==> src/rtl/rsa_pkg.sv <==
// Shared definitions for the RSA modular-exponentiation sequencer: operand
// select codes, sequencer states and the MM operation encodings.
package rsa_pkg;

  localparam int KEY_W_DEF = 256;
  localparam int IDX_W_DEF = 8;

  localparam logic [2:0] SEL_ONE = 3'd0;
  localparam logic [2:0] SEL_M   = 3'd1;
  localparam logic [2:0] SEL_R2  = 3'd2;
  localparam logic [2:0] SEL_X   = 3'd3;
  localparam logic [2:0] SEL_MB  = 3'd4;

  typedef enum logic [3:0] {
    ST_IDLE,
    ST_PREP,
    ST_MBAR,
    ST_XINIT,
    ST_SCAN,
    ST_SQR,
    ST_MUL,
    ST_FINAL,
    ST_DONE
  } state_t;

  // One MM operation: operand A, operand B, destination.
  typedef struct packed {
    logic [2:0] a;
    logic [2:0] b;
    logic [2:0] dst;
  } mm_op_t;

  localparam mm_op_t OP_IDLE  = mm_op_t'({SEL_ONE, SEL_ONE, SEL_ONE});
  localparam mm_op_t OP_MBAR  = mm_op_t'({SEL_M,   SEL_R2,  SEL_MB});
  localparam mm_op_t OP_XINIT = mm_op_t'({SEL_ONE, SEL_R2,  SEL_X});
  localparam mm_op_t OP_SQR   = mm_op_t'({SEL_X,   SEL_X,   SEL_X});
  localparam mm_op_t OP_MUL   = mm_op_t'({SEL_X,   SEL_MB,  SEL_X});
  localparam mm_op_t OP_FINAL = mm_op_t'({SEL_X,   SEL_ONE, SEL_X});

endpackage

==> src/rtl/rsa_exp_scan.sv <==
// Exponent scan bookkeeping: MSB-first bit index, "a one has been seen" flag
// and the last-bit indication used to decide when to finish.
module rsa_exp_scan
  import rsa_pkg::*;
#(
  parameter int KEY_W = KEY_W_DEF,
  parameter int IDX_W = IDX_W_DEF
) (
  input  logic             clk,
  input  logic             reset,
  input  logic             reload,
  input  logic             step,
  input  logic             mark_one,
  output logic [IDX_W-1:0] exp_idx,
  output logic             seen_one,
  output logic             last_bit
);

  localparam logic [IDX_W-1:0] TOP_IDX = IDX_W'(KEY_W - 1);

  // The index saturates at zero; the sequencer leaves for FINAL from there.
  always_ff @(posedge clk) begin
    if (!reset) begin
      exp_idx  <= TOP_IDX;
      seen_one <= 1'b0;
    end else if (reload) begin
      exp_idx  <= TOP_IDX;
      seen_one <= 1'b0;
    end else begin
      if (step && (exp_idx != '0)) begin
        exp_idx <= exp_idx - IDX_W'(1);
      end
      if (mark_one) begin
        seen_one <= 1'b1;
      end
    end
  end

  assign last_bit = (exp_idx == '0);

endmodule

==> src/rtl/rsa_modexp_seq.sv <==
// Left-to-right square-and-multiply sequencer for X = M^E mod N built on a
// Montgomery multiplier and an R^2 mod N precompute unit.
module rsa_modexp_seq
  import rsa_pkg::*;
#(
  parameter int KEY_W   = KEY_W_DEF,
  parameter int IDX_W   = IDX_W_DEF,
  parameter bit SKIP_LZ = 1'b1
) (
  input  logic             clk,
  input  logic             reset,
  input  logic             start,
  output logic             ready,
  output logic             done,
  output logic             host_lock,
  output logic [IDX_W-1:0] exp_idx,
  input  logic             exp_bit,
  output logic             prep_start,
  input  logic             prep_done,
  output logic             mm_start,
  output logic [2:0]       mm_a_sel,
  output logic [2:0]       mm_b_sel,
  output logic [2:0]       mm_dst_sel,
  input  logic             mm_done
);

  state_t state;
  mm_op_t op_q;
  logic   start_q;
  logic   seen_one;
  logic   last_bit;
  logic   launch;
  logic   skip_bit;
  logic   mm_ack;
  logic   prep_ack;
  logic   bit_end;
  logic   scan_reload;
  logic   scan_step;
  logic   scan_mark;

  // Completions coinciding with their own start pulse are stale and dropped.
  assign launch   = start && !start_q && (state == ST_IDLE);
  assign skip_bit = SKIP_LZ && !seen_one && !exp_bit;
  assign mm_ack   = mm_done && !mm_start;
  assign prep_ack = prep_done && !prep_start;

  always_comb begin
    bit_end = 1'b0;
    case (state)
      ST_SCAN: bit_end = skip_bit;
      ST_SQR:  bit_end = mm_ack && !exp_bit;
      ST_MUL:  bit_end = mm_ack;
      default: bit_end = 1'b0;
    endcase
  end

  assign scan_reload = launch || (state == ST_DONE);
  assign scan_step   = bit_end && !last_bit;
  assign scan_mark   = (state == ST_SCAN) && exp_bit;

  rsa_exp_scan #(
    .KEY_W (KEY_W),
    .IDX_W (IDX_W)
  ) u_scan (
    .clk      (clk),
    .reset    (reset),
    .reload   (scan_reload),
    .step     (scan_step),
    .mark_one (scan_mark),
    .exp_idx  (exp_idx),
    .seen_one (seen_one),
    .last_bit (last_bit)
  );

  // Selects stay on op_q until the next operation overwrites them.
  always_ff @(posedge clk) begin
    if (!reset) begin
      state      <= ST_IDLE;
      start_q    <= 1'b0;
      ready      <= 1'b1;
      host_lock  <= 1'b0;
      done       <= 1'b0;
      prep_start <= 1'b0;
      mm_start   <= 1'b0;
      op_q       <= OP_IDLE;
    end else begin
      start_q    <= start;
      prep_start <= 1'b0;
      mm_start   <= 1'b0;
      done       <= 1'b0;
      case (state)
        ST_IDLE: begin
          if (launch) begin
            state      <= ST_PREP;
            prep_start <= 1'b1;
            ready      <= 1'b0;
            host_lock  <= 1'b1;
          end
        end
        ST_PREP: begin
          if (prep_ack) begin
            state    <= ST_MBAR;
            op_q     <= OP_MBAR;
            mm_start <= 1'b1;
          end
        end
        ST_MBAR: begin
          if (mm_ack) begin
            state    <= ST_XINIT;
            op_q     <= OP_XINIT;
            mm_start <= 1'b1;
          end
        end
        ST_XINIT: begin
          if (mm_ack) begin
            state <= ST_SCAN;
          end
        end
        ST_SCAN: begin
          if (skip_bit) begin
            if (last_bit) begin
              state    <= ST_FINAL;
              op_q     <= OP_FINAL;
              mm_start <= 1'b1;
            end
          end else begin
            state    <= ST_SQR;
            op_q     <= OP_SQR;
            mm_start <= 1'b1;
          end
        end
        ST_SQR: begin
          if (mm_ack) begin
            if (exp_bit) begin
              state    <= ST_MUL;
              op_q     <= OP_MUL;
              mm_start <= 1'b1;
            end else if (last_bit) begin
              state    <= ST_FINAL;
              op_q     <= OP_FINAL;
              mm_start <= 1'b1;
            end else begin
              state <= ST_SCAN;
            end
          end
        end
        ST_MUL: begin
          if (mm_ack) begin
            if (last_bit) begin
              state    <= ST_FINAL;
              op_q     <= OP_FINAL;
              mm_start <= 1'b1;
            end else begin
              state <= ST_SCAN;
            end
          end
        end
        ST_FINAL: begin
          if (mm_ack) begin
            state <= ST_DONE;
            done  <= 1'b1;
          end
        end
        ST_DONE: begin
          state     <= ST_IDLE;
          ready     <= 1'b1;
          host_lock <= 1'b0;
        end
        default: begin
          state     <= ST_IDLE;
          ready     <= 1'b1;
          host_lock <= 1'b0;
        end
      endcase
    end
  end

  assign mm_a_sel   = op_q.a;
  assign mm_b_sel   = op_q.b;
  assign mm_dst_sel = op_q.dst;

endmodule

==> config.mk <==
export PLATFORM = sky130hd
export DESIGN_NAME = rsa_modexp_seq
export DESIGN_NICKNAME = d
export VERILOG_FILES = /design/src/rtl/rsa_pkg.sv /design/src/rtl/rsa_exp_scan.sv /design/src/rtl/rsa_modexp_seq.sv
export SDC_FILE = /design/constraint.sdc
export NUM_CORES = 1
export LEC_CHECK = 0
export BUFFER_PORTS_ARGS = -buffer_cell sky130_fd_sc_hd__buf_2
export CORE_ASPECT_RATIO = 1.75
export CORE_MARGIN = 4
export CORE_UTILIZATION = 52
export DETAILED_ROUTE_END_ITERATION = 7
export PLACE_DENSITY = 0.76
export SLEW_MARGIN = 40
export SYNTH_ARGS = -nofsm -noshare
export SYNTH_HDL_FRONTEND = slang
export SYNTH_HIERARCHICAL = 1
export SYNTH_SLANG_ARGS = --single-unit
==> constraint.sdc <==
create_clock -name clk -period 5.2 [get_ports clk]
set_input_delay 0.78 -clock clk [delete_from_list [all_inputs] [get_ports clk]]
set_output_delay 0.78 -clock clk [all_outputs]
set_load 0.02 [all_outputs]
# Word level (Yosys, flattened, before mapping)
# Cells that the tools add are included.
dict set report totals {
  ff_bits 28
  input_bits 6
  output_inout_bits 22
  elab_cells 92
}
dict set report op_classes {
  addsub 1
  eq_ne 16
  muxes 34
  bitwise 2
  n_reduce_logical 27
}
# op n
set op_table {}
lappend op_table {{$mux 9} 7}
lappend op_table {{$pmux 9 s5} 1}
lappend op_table {{$mux 4} 9}
lappend op_table {{$pmux 4 s8} 1}
lappend op_table {{$eq 4x3->1 const B} 4}
lappend op_table {{$ne 2x2->1 const B} 7}
lappend op_table {{$mux 1} 10}
lappend op_table {{$logic_and 1x1->1} 9}
lappend op_table {{$eq 4x2->1 const B} 2}
lappend op_table {{$logic_not 8->1} 1}
lappend op_table {{$reduce_and 8->1} 1}
lappend op_table {{$reduce_bool 8->1} 1}
lappend op_table {{$sub 8x1->8 const B} 1}
lappend op_table {{$reduce_or 7->1} 1}
lappend op_table {{$logic_not 1->1} 6}
lappend op_table {{$reduce_and 2->1} 3}
lappend op_table {{$pmux 1 s5} 1}
lappend op_table {{$reduce_and 5->1} 1}
lappend op_table {{$reduce_bool 5->1} 1}
lappend op_table {{$eq 4x1->1 const B} 1}
lappend op_table {{$eq 4x4->1 const B} 1}
lappend op_table {{$logic_not 4->1} 1}
lappend op_table {{$mux 2} 2}
lappend op_table {{$pmux 1 s2} 2}
lappend op_table {{5 further kinds} 6}

# Longest topological paths before layout
# Gate-level depths: netlist (run 1).
dict set report depth {
  depth_word 6
  mapped_depth 11
  mapped_depth_nobuf 10
}

# Cells and area by module
# Netlist (run 1), hierarchy kept.
# module n_inst cells_per_inst area_each_um2 seq_area_each_um2
set by_module_without_submodules {}
lappend by_module_without_submodules {rsa_modexp_seq 1 118 973.4 380.4}
lappend by_module_without_submodules {rsa_exp_scan 1 51 466.7 180.2}

# Worst setup path after synthesis (run 1)
# Ideal clock, no wire load.
dict set report synth_timing {
  path_kind {register to register}
  from {register u_scan.exp_idx[0]}
  to {register u_scan.exp_idx[5]}
  setup_ns 0.079
  arrival_ns 2.654
  required_ns 5.121
  path_slack_ns 2.466
  stages_incl_launch_ff 12
  path_buffers 1
  period_less_slack_ns 2.734
  cell_sequence {dfxtp_1 inv_1 ha_1 nor3b_1 and2_1 nor2_1 nand2_1 a21oi_1 or4b_1 buf_2 a2111o_1 o211ai_1}
}
dict set report synth_between {
  elab_chain_len 4
  word_cells_on_any_way 6
  cone_classes {add/sub (1); reduce/logical (5)}
}
# element line_no
set synth_lines {}
lappend synth_lines {{start, declared} rsa_exp_scan.sv:14} ;# output logic [IDX_W-1:0] exp_idx,
lappend synth_lines {{start signal, assigned} rsa_exp_scan.sv:31} ;# exp_idx <= exp_idx - IDX_W'(1);
lappend synth_lines {{$logic_not 8->1} rsa_exp_scan.sv:39} ;# assign last_bit = (exp_idx == '0);
lappend synth_lines {{named net last_bit} rsa_modexp_seq.sv:31} ;# logic last_bit;
lappend synth_lines {{$logic_not 1->1} rsa_modexp_seq.sv:58} ;# assign scan_step = bit_end && !last_bit;
lappend synth_lines {{$logic_and 1x1->1} rsa_modexp_seq.sv:58}
lappend synth_lines {{named net scan_step} rsa_modexp_seq.sv:38} ;# logic scan_step;
lappend synth_lines {{$logic_and 1x1->1} rsa_exp_scan.sv:30} ;# if (step && (exp_idx != '0)) begin
# The timed path passes the listed nets, and every way through them passes these cells.
# A chain may end at the register's enable or synchronous reset.

# Worst setup path after layout (run 1)
# Ends and elaborated chain as after synthesis.

==> results of run 1 <==
-- layer usage --
| metal | global-route usage | vias to the layer above | share of wire |
|---|---|---|---|
| met2 | 0.365 | 41 | 0.57 |
| met3 | 0.0209 | 10 | 0.041 |
| met1 | 0.209 | 647 | 0.36 |
| met4 | 0.0728 | 0 | 0.028 |
| met5 | 0 | - | 0 |
| li1 | - | 662 | - |
-- area by class of cell --
| cell class | count | area (um2) |
|---|---|---|
| clock buffer | 3 | 41.3 |
| clock inverter | 1 | 30.0 |
| fill | 237 | 1060 |
| multi-input combinational | 126 | 798 |
| sequential | 28 | 561 |
| tap | 27 | 33.8 |
| inverter | 7 | 26.3 |
| timing repair buffer | 27 | 135 |
-- metrics by stage --
step / worst slack, ps / std cells / util / hold slack, ps
3_5_place_dp: 2340 / 215 / 0.578 / 455
4_1_cts: 2310 / 219 / 0.604 / 470
6_report: 2310 / 219 / 0.604 / 463
3_3_place_gp: 2510 / 215 / 0.578 / 447
2_1_floorplan: 2470 / 169 / - / 483
5_1_grt: 2080 / 219 / 0.604 / 502
-- placed cells by master, fill, tap and decap left out, drive strengths merged, types with 4 or more instances in the layout --
| cell type | instances |
|---|---|
| nand2b | 6 |
| a21oi | 9 |
| or4 | 5 |
| nor2 | 14 |
| nand3 | 6 |
| dfxtp | 28 |
| inv | 7 |
| buf | 27 |
| o21ai | 14 |
| o211ai | 6 |
| and2 | 4 |
| and3 | 6 |
| a31o | 4 |
| nand2 | 15 |
-- state kept, by name, summed over array words and instances (netlist names), 3 cells and up --
signal / cells
mm_dst_sel: 3
u_scan/exp_idx: 8
mm_a_sel: 3
mm_b_sel: 3
state: 4
-- worst paths after layout --
check	from	end	slack, ps
worst max-delay path	u_scan/exp_idx[0]	u_scan/exp_idx[5]	2310
worst min-delay path	mm_b_sel[2]	mm_b_sel[2]	460
worst max register to register	u_scan/exp_idx[0]	u_scan/exp_idx[5]	2310
worst min register to register	mm_b_sel[2]	mm_b_sel[2]	460
-- logic make-up after synthesis --
kind of cell             share of synthesized area
AO/OA/AOI/OAI                                0.233
XOR/XNOR                                   0.00608
adder cells (fa/ha/maj)                     0.0174
buffers and inverters                       0.0565
flip-flops                                   0.389
multiplexers                                0.0148
AND/OR/NAND/NOR                              0.283
-- critical path: cells and delay by family, from the launching register on --
family / cells / cell delay, ps
AND/OR/NAND/NOR: 5 / 1290
AO/OA/AOI/OAI: 3 / 850
flip-flops: 1 / 390
adder cells (fa/ha/maj): 1 / 190
buffers and inverters: 1 / 90
-- power breakdown --
group	internal (W)	total (W)	switching, W
Sequential	0.000246	0.000288	0.0000414
Clock	0.000103	0.000168	0.0000655
Combinational	0.000102	0.000277	0.000175
==> run metrics, run 1 <==
clock skew 7.07 ps; vias in the first global route 1294; Initial DRT Pass Iterations 4; GRT Total Usage 0.198; H-Tree Depth 1; I/O pins 28; library cells used by synthesis 49; Hold Path Class reg2reg; CTS tree done; Initial Utilization 0.535; Post-synth EDFFs 0; setup TNS 0 ps; Post-synth top cells dfxtp_1, nand2_1, nor2_1; Fin. Hold Viols 0; Clk pin slew, worst setup/hold paths 100 ps; Vias/cell 6.21; Max Slew Vio Count 0; Syn. warnings 6; Fmax 0.346 GHz; clock latency on the worst-skew pair 270 ps; Setup crit start kind flop; Clock Path Buffers 2; status complete, no violations; Pleak 0.665 nW; core area 2690 um2; drt drc 0; Crit path required time 5400 ps; critical-path cell list inv_1, ha_1, nor3b_1, and2_1, nor2_1, nand2_1, a21oi_1, or4b_1, a2111o_1, o211ai_1; max_slew headroom 0.562; first-pass GRT wire length roughly 5600 um; Layout Nets 201; layout cell share with drive strength beyond 1 0.224; Starting DRT DRC Count 53; VDD IR max 0.000284 V; fin area 1630 um2; CP endpoint kind flop; IO buf count 27; DR vias 1360; Worst EP arrival 3090 ps; Clk Tree Root Cell clkbuf_8; setup violators final 0; post-synthesis sequential area ratio 0.389; Post-synth top flop dfxtp_1; syn nets 177; RSZ-0062 raised after global routing false; crit-path max cell delay 560 ps; WHS Path Cells 2; Yosys top cell area share 0.389; power density over the cells 451 nW/um2; Routed wire per std cell 15.6 um; count leader, synth dfxtp_1; min Tclk post-route about 2900 ps; dominant cell type by area after synthesis dfxtp_1; grt total ovfl 0; Avg Synthesized Cell Area 8.52 um2; antenna cells 0; routability congestion estimate 0.854; initial antenna violation count 0; Die Ht a little under 80 um; Post-CTS Setup Inserts 0; Horiz. Die Dim 47.8 um; Total Wirelength 3430 um; area delta synth->final 12.9%; post-place instance area about 1600 um2; Worst Tran Pin Value 656 ps; pin count of the biggest net entering global routing 22; Slowest-stage cell, CP or4b_1; total chip power ~0.00073 W; Synth Instances 169; Area contributors post-synth dfxtp_1, o21ai_0, nand2_1; Yosys reg bits 28; Num CTS Buffers 3; Crit Path Max Fanout 8; post-route antenna net violation count 0; hold_buf cts 0; detailed-placement wirelength estimate 2680 um; period utilisation layout 0.555; die area 3710 um2; Clock Sinks 28; MaxCap Viol Count 0; row count 25; post-CTS resize count 0; post-synthesis async set-or-reset flop share 0; Setup CP Type reg2reg; R2R depth 10; Synth Cell Area 1440 um2
Note: power is estimated with default switching activity, not from simulation.
==> run 2: changes to the inputs <==
Settings changed: ABC_AREA from default to 1, CORE_UTILIZATION 52 to 51.
Clock period 5.2 ns to 2.4 ns, I/O delays scaled along.
==> run 2 against run 1 <==
Non-clock buffer count grew 3; first-iteration DRC count decreased by 19%; register-to-register slack worse by 1800 ps; sequential share of layout area is 6.8 points lower; worst setup slack got worse by 1800 ps; combinational power rose to 2.7 times the previous value; sequential power grew 100%; via count rose by 36%; die area grew 21%; largest power group is now combinational logic.
==> run metrics, run 2 <==
die area 4480 um2 (+21%); pin count of the biggest net entering global routing 17 (-23%); Horiz. Die Dim 52.4 um (+9.6%); period utilisation layout 0.797 (+0.241); Starting DRT DRC Count 43 (-19%); H-Tree Depth 1 (unchanged); Clk pin slew, worst setup/hold paths 100 ps (about the same); Clock Sinks 28 (unchanged); commonest non-fill, non-tap cell in the layout nand2_1; sequential cell area 561 um2 (unchanged); Post-CTS Setup Inserts 0 (unchanged); Num CTS Buffers 3 (unchanged); row count 28 (+12%); Vias/cell 5.23 (-16%); Yosys top cell area share 0.319 (-0.0701); Synth Cell Area 1760 um2 (+22%); grt total ovfl 0 (unchanged); Post-synth top cells nand2_1, nand3_1, nor2_1; IO buf count 27 (unchanged); clock skew 7.42 ps (+0.357 ps); hold_buf cts 0 (unchanged); RSZ-0062 raised after global routing false; post-synthesis sequential area ratio 0.319 (-0.0701); Worst Tran Pin Value 454 ps (-202 ps); r2r setup slk 490 ps (-1820 ps); Total Wirelength 4320 um (+26%); routability congestion estimate 0.901 (+5.5%); Fill cells 359 (+51%); Setup CP Type reg2reg; cell family with most CP delay simple AND/OR/NAND/NOR gates; initial antenna violation count 0 (unchanged); Slowest-stage cell, CP dfxtp_1; max_slew headroom 0.696 (+0.135); GRT Total Usage 0.212 (+0.0141); DP Worst Slack 509 ps (-1830 ps); critical-path cell list inv_1, ha_1, nand3_1, nor2_1, inv_1, nand3_1, nand2_1, nand2_1, inv_1, o21ai_4, inv_4, nand2_1, nand3_1; VDD IR max 0.000595 V (+110%); Max Slew Vio Count 0 (unchanged); syn nets 286 (+62%); Routed wire per std cell 12.2 um (-22%); Area contributors post-synth dfxtp_1, nand2_1, nand3_1; power density over the cells 842 nW/um2 (+87%); core area 3360 um2 (+25%); Fmax 0.523 GHz (+51%); dominant cell type by area after synthesis dfxtp_1; Die Ht 85.6 um (+10%); crit-path max cell delay 330 ps (-230 ps); MaxCap Viol Count 0 (unchanged); count leader, synth nand2_1; first-pass GRT wire length 7420 um (+33%); Post-synth EDFFs 0 (unchanged); Setup crit start kind flop; area delta synth->final 15.1%; area of the multi-input gates 1050 um2 (+32%); setup ws final 488 ps (-1820 ps); Reg with most FFs u_scan/exp_idx; post-synthesis async set-or-reset flop share 0 (unchanged); setup violators final 0 (unchanged); I/O pins 28 (unchanged); Fin. Hold Viols 0 (unchanged); clock latency on the worst-skew pair 280 ps (about the same); fin area 2020 um2 (+24%); Avg Synthesized Cell Area 6.32 um2 (-26%); total chip power 0.00170 W (+130%); antenna cells 0 (unchanged); layout cell share with drive strength beyond 1 0.179 (-0.0454); library cells used by synthesis 32 (-35%); setup TNS 0 ps (unchanged); drt drc 0 (unchanged); Initial DRT Pass Iterations 5 (+1); detailed-placement wirelength estimate 3420 um (+28%); CTS tree done; Clk Tree Root Cell clkbuf_8; Top Registers u_scan/exp_idx x8, state x4; most frequent cells in the layout nand2_1, nor2_1, nand3_1, inv_1, dfxtp_1; status complete, no violations; Hold Path Class in2reg; Clock Path Buffers 2 (unchanged); Worst EP arrival 2080 ps (-1010 ps); post-route antenna net violation count 0 (unchanged); post-CTS resize count 0 (unchanged); DR vias 1847 (+36%); min Tclk post-route 1910 ps (-976 ps); Worst Path Buf+Inv 4 (+3); Layout Nets 317 (+58%); Crit Path Max Fanout 9 (+1); vias in the first global route 1764 (+36%); Post-synth top flop dfxtp_1; Pleak 1.02 nW (+54%); Syn. warnings 6 (unchanged); Initial Utilization 0.522 (-0.0130); Yosys reg bits 28 (unchanged); CP endpoint kind flop; Crit path required time 2570 ps (-2830 ps); Synth Instances 278 (+64%); post-place instance area 1950 um2 (+26%); max FFs per register 8 (unchanged)
[run 2: cells by family (layout without fill, tap and decap cells)]
family | after synthesis | in the layout | share of synthesized area
AOI/OAI and AO/OA | 37 | 37 | 0.117
and+or+nand+nor | 171 | 171 | 0.452
xor gates and xnor gates | 3 | 3 | 0.0150
buffers and inverters | 37 | 67 | 0.0833
adders and majority gates | 2 | 2 | 0.0142
DFF | 28 | 28 | 0.319
[run 2: tightest hold or removal path, cell delays in order]
cell	delay, ps
buf_2	80
nand2_1	40
inv_1	40
[run 2: path summary, 6_finish.rpt]
kind | startpoint | to | cells past startpoint
min reg2reg | ready | ready | 2
max reg2reg | u_scan/exp_idx[0] | u_scan/exp_idx[4] | 13
min | start | start_q | 3
max | u_scan/exp_idx[0] | u_scan/exp_idx[4] | 13
[run 2: report_power, final]
| group | switching (W) | total (W) | internal (W) |
|---|---|---|---|
| combinational | 0.000517 | 0.000739 | 0.000222 |
| sequential | 0.0000611 | 0.000589 | 0.000528 |
| clock | 0.000150 | 0.000374 | 0.000223 |
[run 2: per-layer routing]
metal  share of wire  routed length [um]  track usage
met5               0                   0            0
met4           0.026                 114        0.100
met3           0.029                 126       0.0243
met2            0.56                2430        0.400
met1            0.38                1660        0.219
[run 2: cell type report]
class | instances | share of cell area
multi-input combinational | 213 | 0.519
timing repair buffer | 30 | 0.0780
clock buffer | 3 | 0.0204
clock inverter | 1 | 0.0149
inverter | 33 | 0.0625
tap | 45 | 0.0278
sequential | 28 | 0.277
[run 2: stage by stage]
step / utilization / hold WS, ps / std cells
floorplan: - / 453 / 278
global placement: 0.580 / 422 / 349
detailed placement: 0.580 / 444 / 349
CTS: 0.601 / 269 / 353
global route: 0.601 / 311 / 353
finish: 0.601 / 272 / 353
